**src/rtl/pipeir_queue.sv**
```systemverilog
// pipeir_queue: instruction queue between fetch and decode.
//   Buffers up to DEPTH fetched (pc4, instruction) pairs in a circular buffer
//   and presents the oldest to decode. A flush (taken branch/jump) discards
//   every buffered pair plus the one being offered in the same cycle.
// Ports:
//   clock, reset         : rising-edge clock, synchronous active-high reset
//   f_valid/f_pc4/f_ins  : pair offered by fetch
//   f_ready              : queue accepts the offered pair this cycle
//   flush                : discard contents and the incoming pair
//   d_ready              : decode consumes the head this cycle
//   d_valid/d_pc4/d_ins  : head entry; all zero (a nop bubble) when not valid
//   count                : occupancy 0..DEPTH
//   drop_err             : sticky, fetch offered data while f_ready=0
module pipeir_queue #(
  parameter int DEPTH = 2
) (
  input  logic                     clock,
  input  logic                     reset,
  input  logic                     f_valid,
  input  logic [31:0]              f_pc4,
  input  logic [31:0]              f_ins,
  output logic                     f_ready,
  input  logic                     flush,
  input  logic                     d_ready,
  output logic                     d_valid,
  output logic [31:0]              d_pc4,
  output logic [31:0]              d_ins,
  output logic [$clog2(DEPTH):0]   count,
  output logic                     drop_err
);
  localparam int AW = $clog2(DEPTH);
  localparam int CW = AW + 1;

  typedef struct packed {
    logic [31:0] pc4;
    logic [31:0] ins;
  } entry_t;

  entry_t          mem [DEPTH];
  logic [AW-1:0]   rp, wp;
  logic            push, pop;
  entry_t          head;

  // Full queue refuses input even if decode pops this cycle: no path from
  // d_ready to f_ready.
  assign f_ready = ~reset & (count < CW'(DEPTH));
  assign d_valid = ~flush & (count != '0);
  assign push    = f_valid & f_ready & ~flush;
  assign pop     = d_valid & d_ready & ~flush;

  assign head  = mem[rp];
  assign d_pc4 = d_valid ? head.pc4 : 32'h0;
  assign d_ins = d_valid ? head.ins : 32'h0;

  // Payload storage is never cleared; only pointers/count define validity.
  always_ff @(posedge clock) begin
    if (push) mem[wp] <= '{pc4: f_pc4, ins: f_ins};
  end

  always_ff @(posedge clock) begin
    if (reset) begin
      rp       <= '0;
      wp       <= '0;
      count    <= '0;
      drop_err <= 1'b0;
    end else if (flush) begin
      rp    <= '0;
      wp    <= '0;
      count <= '0;
    end else begin
      // Power-of-two DEPTH: pointer increment wraps naturally.
      if (push) wp <= wp + AW'(1);
      if (pop)  rp <= rp + AW'(1);
      count <= count + CW'(push) - CW'(pop);
      if (f_valid & ~f_ready) drop_err <= 1'b1;
    end
  end
endmodule

```
**config.mk**
```make
export PLATFORM = sky130hd
export DESIGN_NAME = pipeir_queue
export DESIGN_NICKNAME = d
export VERILOG_FILES = /design/src/rtl/pipeir_queue.sv
export SDC_FILE = /design/constraint.sdc
export NUM_CORES = 1
export LEC_CHECK = 0
export CAP_MARGIN = 20
export CORE_MARGIN = 4
export CORE_UTILIZATION = 48
export CTS_CLUSTER_DIAMETER = 100
export DETAILED_ROUTE_END_ITERATION = 16
export GPL_ROUTABILITY_DRIVEN = 0
export GPL_TIMING_DRIVEN = 1
export PLACE_DENSITY = 0.82
export REMOVE_ABC_BUFFERS = 1
export SLEW_MARGIN = 30
export SYNTH_ARGS = -nofsm -noshare
export SYNTH_HDL_FRONTEND = slang
export SYNTH_SLANG_ARGS = --single-unit
```
**constraint.sdc**
```tcl
create_clock -name clock -period 5.4 [get_ports clock]
set_input_delay 1.08 -clock clock [delete_from_list [all_inputs] [get_ports clock]]
set_output_delay 1.08 -clock clock [all_outputs]
set_load 0.05 [all_outputs]
```
==> results of run 1 <==
-- sequential cells by signal, summed over array words and instances (netlist names), named ones only --
signal and flops:
count 2, drop_err 1, mem 128, rp 1, wp 1
-- cell families after synthesis --
group	after synthesis	share of synthesized area
adders and majority gates	2	0.00490
muxes	64	0.125
and+or+nand+nor	81	0.0644
xor gates and xnor gates	3	0.00514
AOI/OAI and AO/OA	2	0.00196
DFF	134	0.776
buffers and inverters	16	0.0223
-- per-layer routing --
metal / vias up / GRT usage
li1: 1409 / -
met1: 1419 / 0.176
met2: 114 / 0.281
met3: 12 / 0.0622
met4: 0 / 0.0584
met5: - / 0
-- power groups by stage --
stage	Sequential, mW	Combinational, mW	Clock [mW]
after floorplan	1.19	0.0446	0
after global placement	1.19	0.120	0
after detailed placement	1.19	0.125	0
after CTS	1.17	0.126	0.958
after global routing	1.17	0.132	1.00
final	1.17	0.124	0.939
-- worst min-delay path by stage --
stage,end,cells past startpoint
after floorplan,flop,2
after global placement,drop_err,2
after detailed placement,drop_err,2
after CTS,drop_err,2
after global routing,drop_err,2
final,drop_err,2
-- placed cells by master, fill, tap and decap left out, types with 2 or more instances in the layout --
master / synthesis / final
edfxtp_1: 128 / 128
mux2i_1: 64 / 64
clkdlybuf4s50_1: 0 / 137
nor3_1: 3 / 3
clkinvlp_4: 0 / 3
xor2_1: 2 / 2
ha_1: 2 / 2
nand2_1: 2 / 2
clkbuf_16: 0 / 16
buf_4: 0 / 3
nor2_1: 69 / 68
clkbuf_1: 1 / 4
clkinv_2: 0 / 7
dfxtp_1: 6 / 5
nor2b_1: 2 / 2
inv_1: 2 / 2
-- tightest hold or removal path, cell delays in order (launching register included) --
cell and delay (ns):
dfxtp_1 0.33, a21oi_1 0.05, nor2_1 0.09
-- synthesized netlist by cell type --
master and number:
edfxtp_1 128, buf_6 6, dfxtp_1 6, mux2i_1 64, a21oi_1 1, nor4b_1 1, or2_1 1, nor3_1 3
nand2_1 2, and3_1 1, and2_1 1, nor2_1 69, clkbuf_1 1, xor2_1 2, o21ai_0 1, buf_2 7
nor2b_1 2, xnor2_1 1, ha_1 2, inv_1 2, nor3b_1 1
-- area by class of cell --
class	instances	area (um^2)	area share
Clock buffer	21	429	0.0605
Multi-Input combinational cell	152	1040	0.147
Clock inverter	11	61.3	0.00864
Timing Repair Buffer	141	1420	0.200
Inverter	2	7.51	0.00106
Tap cell	136	170	0.0240
Sequential cell	134	3970	0.559
-- metrics by stage --
step / setup slack, ns / hold slack [ns]
after floorplan: 0.237 / 0.520
after global placement: 0.728 / 0.461
after CTS: 1.02 / 0.506
final: 1.06 / 0.507
after global routing: 0.932 / 0.545
after detailed placement: 1.02 / 0.487
==> flow_metrics.tcl, run 1 <==
set metrics [dict create \
    synth_cell_types 21 \
    cp_common_cell "clkdlybuf4s50_1" \
    track_usage 0.160 \
    ir_worst_vdd_uv 183 \
    power_density_nw_per_um2 314 \
    relSlewSlack 0.507 \
    cp_cell_sequence "clkdlybuf4s50_1, or2_4, nor2_1, clkdlybuf4s50_1" \
    antennaDiodeCount 0 \
    grt_pass1_wl_mm 15.2 \
    netlist_instances 302 \
    ys_seq_area_frac 0.776 \
    finalHoldViolCount 0 \
    hold_buffers 0 \
    rows 37 \
    grt_pass1_vias 3137 \
    cts-resized-gates 0 \
    period_share 0.803 \
    yosysWarnings 0 \
    cp.buffers_inverters 2 \
    p_int_mw 1.78 \
    htreeDepth 4 \
    critPathLaunch "flush" \
    synth_top_area_frac 0.752 \
    power_frac_clock 0.421 \
    critical_path.slowest_cell "clkdlybuf4s50_1" \
    worstSetupPathType "in -> out" \
    cp.depth 4 \
    fin_crit_ns 4.34 \
    drv_slew 0 \
    cts_tree "done" \
    worstReg2RegStart "count[1]" \
    required_ns 4.32 \
    highest_layer "met4" \
    io_buffers 137 \
    die_h_um 111 \
    wl_mm 9.87 \
    end_kind "output pin" \
    drt-met1-wl_mm 3.83 \
    swShare 0.203 \
    cp_max_fo 65 \
    yosysTopAreaCell "edfxtp_1" \
    synth_area_leaders "edfxtp_1 (75%), mux2i_1 (13%), nor2_1 (5.1%)" \
    r2r_setup_slack_ns 2.88 \
    cts_setup_buffers 0 \
    fin_tns_setup_ns 0 \
    endpoint "d_pc4[12]" \
    combPwrFrac 0.056 \
    routedWlPerCell_um 16.5 \
    core_um2 10300 \
    grt_max_degree 66 \
    dp_hpwl_mm 6.53 \
    maxCapViolations 0 \
    ant_nets 0 \
    dr_wl_met2_mm 5.16 \
    dieArea_um2 12400 \
    initial_core_util 0.495 \
    clk_path_buf_depth 2 \
    first_pass_iters 4 \
    p_sw_mw 0.452 \
    min-delay-start "drop_err" \
    cts-root-buf "clkbuf_8" \
    drc_errors 0 \
    cp.arrival_ns 3.26 \
    max_freq_mhz 231 \
    numCtsBuffers 17 \
    power_leakage_nw 2.27 \
    via_per_inst 4.95 \
    ios 138 \
    max_slew.worst_pin.slew_ns 0.739 \
    syn_area_per_cell_um2 16.9 \
    dp.cells 565 \
    worstHoldPathType "reg -> reg" \
    status "finished, final reports clean" \
    placed_area_um2 6610 \
    cp_top_family "buffers and inverters" \
    clock-sinks 134 \
    final_core_util 0.688 \
    met3_length_um 768 \
    p_total_mw 2.23 \
    design_area_um2 7100 \
    syn_area_um2 5110 \
    antenna_found_initial 0 \
    drtIter0Drc 142 \
    r2r_end "count[1]" \
    ys_ff_latch 134 \
    crit_path_start_kind "input port" \
    die_w_um 111 \
    worstRegToRegCells 10 \
    cpPeakStageDelay_ns 0.75 \
    nNetsFinal 519 \
    seqPwrFrac 0.523 \
    fin_cells 597 \
    area_delta_synth_final_pct 39.0 \
    setup_viol 0 \
    fill_cells 714 \
    fin_skew_ns 0.0124 \
    clkLatencyLatePin_ns 0.51 \
    drive_above_1_share 0.0759 \
    overflow 0 \
    path_clk_slew_ns 0.06 \
    vias 2954 \
    rsz0062_at_grt "false" \
]
Power figures use the tool's default switching activity.
==> inputs of run 2 (changes only) <==
--- a/config.mk
+++ b/config.mk
@@ -7,12 +7,12 @@
 export LEC_CHECK = 0
 export CAP_MARGIN = 20
 export CORE_MARGIN = 4
-export CORE_UTILIZATION = 48
+export CORE_UTILIZATION = 43
 export CTS_CLUSTER_DIAMETER = 100
 export DETAILED_ROUTE_END_ITERATION = 16
 export GPL_ROUTABILITY_DRIVEN = 0
 export GPL_TIMING_DRIVEN = 1
-export PLACE_DENSITY = 0.82
+export PLACE_DENSITY = 0.77
 export REMOVE_ABC_BUFFERS = 1
 export SLEW_MARGIN = 30
 export SYNTH_ARGS = -nofsm -noshare
==> constraint.sdc (replaced) <==
create_clock -name clock -period 3.9 [get_ports clock]
set_input_delay 0.78 -clock clock [delete_from_list [all_inputs] [get_ports clock]]
set_output_delay 0.78 -clock clock [all_outputs]
set_load 0.05 [all_outputs]
==> flow_metrics.tcl, run 2 (synthesized netlist as in run 1, its figures left out) <==
set metrics [dict create \
    status "finished, final reports clean" \
    rsz0062_at_grt "false" \
    setup_viol 0 \
    antennaDiodeCount 0 \
    r2r_end "count[1]" \
    cts-root-buf "clkbuf_16" \
    grt_max_degree 65 \
    clkLatencyLatePin_ns 0.40 \
    worstSetupPathType "in -> out" \
    ios 138 \
    top_regs "mem x128, count x2" \
    antenna_found_initial 0 \
    overflow 0 \
    crit_path_start_kind "input port" \
    track_usage 0.149 \
    nNetsFinal 522 \
    largest_reg_flops 128 \
    fill_cells 824 \
    htreeDepth 4 \
    cp.arrival_ns 2.55 \
    cts-resized-gates 0 \
    ant_nets 0 \
    first_pass_iters 4 \
    rows 39 \
    r2r_setup_slack_ns 1.76 \
    drive_above_1_share 0.220 \
    max_freq_mhz 300 \
    drc_errors 0 \
    period_share 0.854 \
    worstHoldPathType "reg -> reg" \
    clock-sinks 134 \
    vias 2933 \
    min-delay-start "drop_err" \
    max_slew.worst_pin.slew_ns 0.806 \
    die_h_um 117 \
    mostFrequentLayoutCell "edfxtp_1" \
    end_kind "output pin" \
    register_area_um2 3970 \
    power_density_nw_per_um2 452 \
    hold_buffers 0 \
    design_area_um2 7570 \
    multi_input_area_um2 1040 \
    hold_depth 2 \
    die_w_um 117 \
    placed_area_um2 6960 \
    wl_mm 9.87 \
    maxCapViolations 0 \
    holdPathEnd "drop_err" \
    hold_slack_ns 0.486 \
    fin_tns_setup_ns 0 \
    grt_pass1_wl_mm 15.1 \
    path_clk_slew_ns 0.05 \
    initial_core_util 0.444 \
    power_leakage_nw 2.57 \
    relSlewSlack 0.463 \
    drv_slew 0 \
    io_buffers 137 \
    worstReg2RegStart "count[1]" \
    drtIter0Drc 109 \
    finalHoldViolCount 0 \
    most-common-layout-cells "edfxtp_1 (128), clkdlybuf4s50_1 (73), nor2_1 (68), mux2i_1 (64), buf_12 (40)" \
    worstRegToRegCells 10 \
    dieArea_um2 13700 \
    core_um2 11500 \
    final_core_util 0.657 \
    required_ns 3.12 \
    area_delta_synth_final_pct 48.2 \
    via_per_inst 4.83 \
    routedWlPerCell_um 16.3 \
    dp_hpwl_mm 6.53 \
    fin_skew_ns 0.00802 \
    largest_register "mem" \
    fin_crit_ns 3.33 \
    numCtsBuffers 17 \
    clk_path_buf_depth 2 \
    cp_max_fo 7 \
    cts_tree "done" \
    cts_setup_buffers 0 \
    grt_pass1_vias 3070 \
    ir_worst_vdd_uv 275 \
]
-- run 2: cell count changes in the layout (fill, tap and decap cells not counted), sizes merged --
cell,before,now
buf,4,71
clkinv,8,5
clkdlybuf4s50,137,73
bufinv,0,4
inv,2,3
clkbuf,21,19
-- run 2: routing by layer --
metal | track usage | wire length, um
met2 | 0.248 | 5130
met4 | 0.0528 | 52
met1 | 0.183 | 4100
met3 | 0.0483 | 582
met5 | 0 | 0
-- run 2: per-stage QoR --
step	total power [mW]	std cells	setup WS, ns
after global placement	1.82	575	0.600
after floorplan	1.71	288	-0.963
after detailed placement	1.83	575	0.588
after global routing	3.54	607	0.531
after CTS	3.46	607	0.579
final	3.42	607	0.568
-- run 2: layout make-up --
type / count / share of cell area
clock buffer: 19 / 0.0572
clock inverter: 13 / 0.0238
inverter: 2 / 0.000992
multi-input combinational: 152 / 0.137
sequential: 134 / 0.524
tap: 143 / 0.0236
timing repair buffer: 144 / 0.233
-- run 2: critical path, cell delays in order --
cell             delay (ns)
clkdlybuf4s50_1        0.51
or2_2                  0.38
inv_1                  0.09
clkdlybuf4s50_1        0.80
-- run 2: worst max path at each step --
stage | start | endpoint | slack [ns] | depth (start not counted)
after floorplan | reset | mem[0][0] | -0.96 | 3
after global placement | flush | d_valid | 0.60 | 4
after detailed placement | flush | d_valid | 0.59 | 4
after CTS | flush | d_valid | 0.58 | 4
after global routing | flush | d_valid | 0.53 | 4
final | flush | d_valid | 0.57 | 4
-- run 2: power by group --
part	switching, mW	internal, mW
clock network	0.561	1.07
logic	0.0840	0.0966
registers	0.00869	1.61
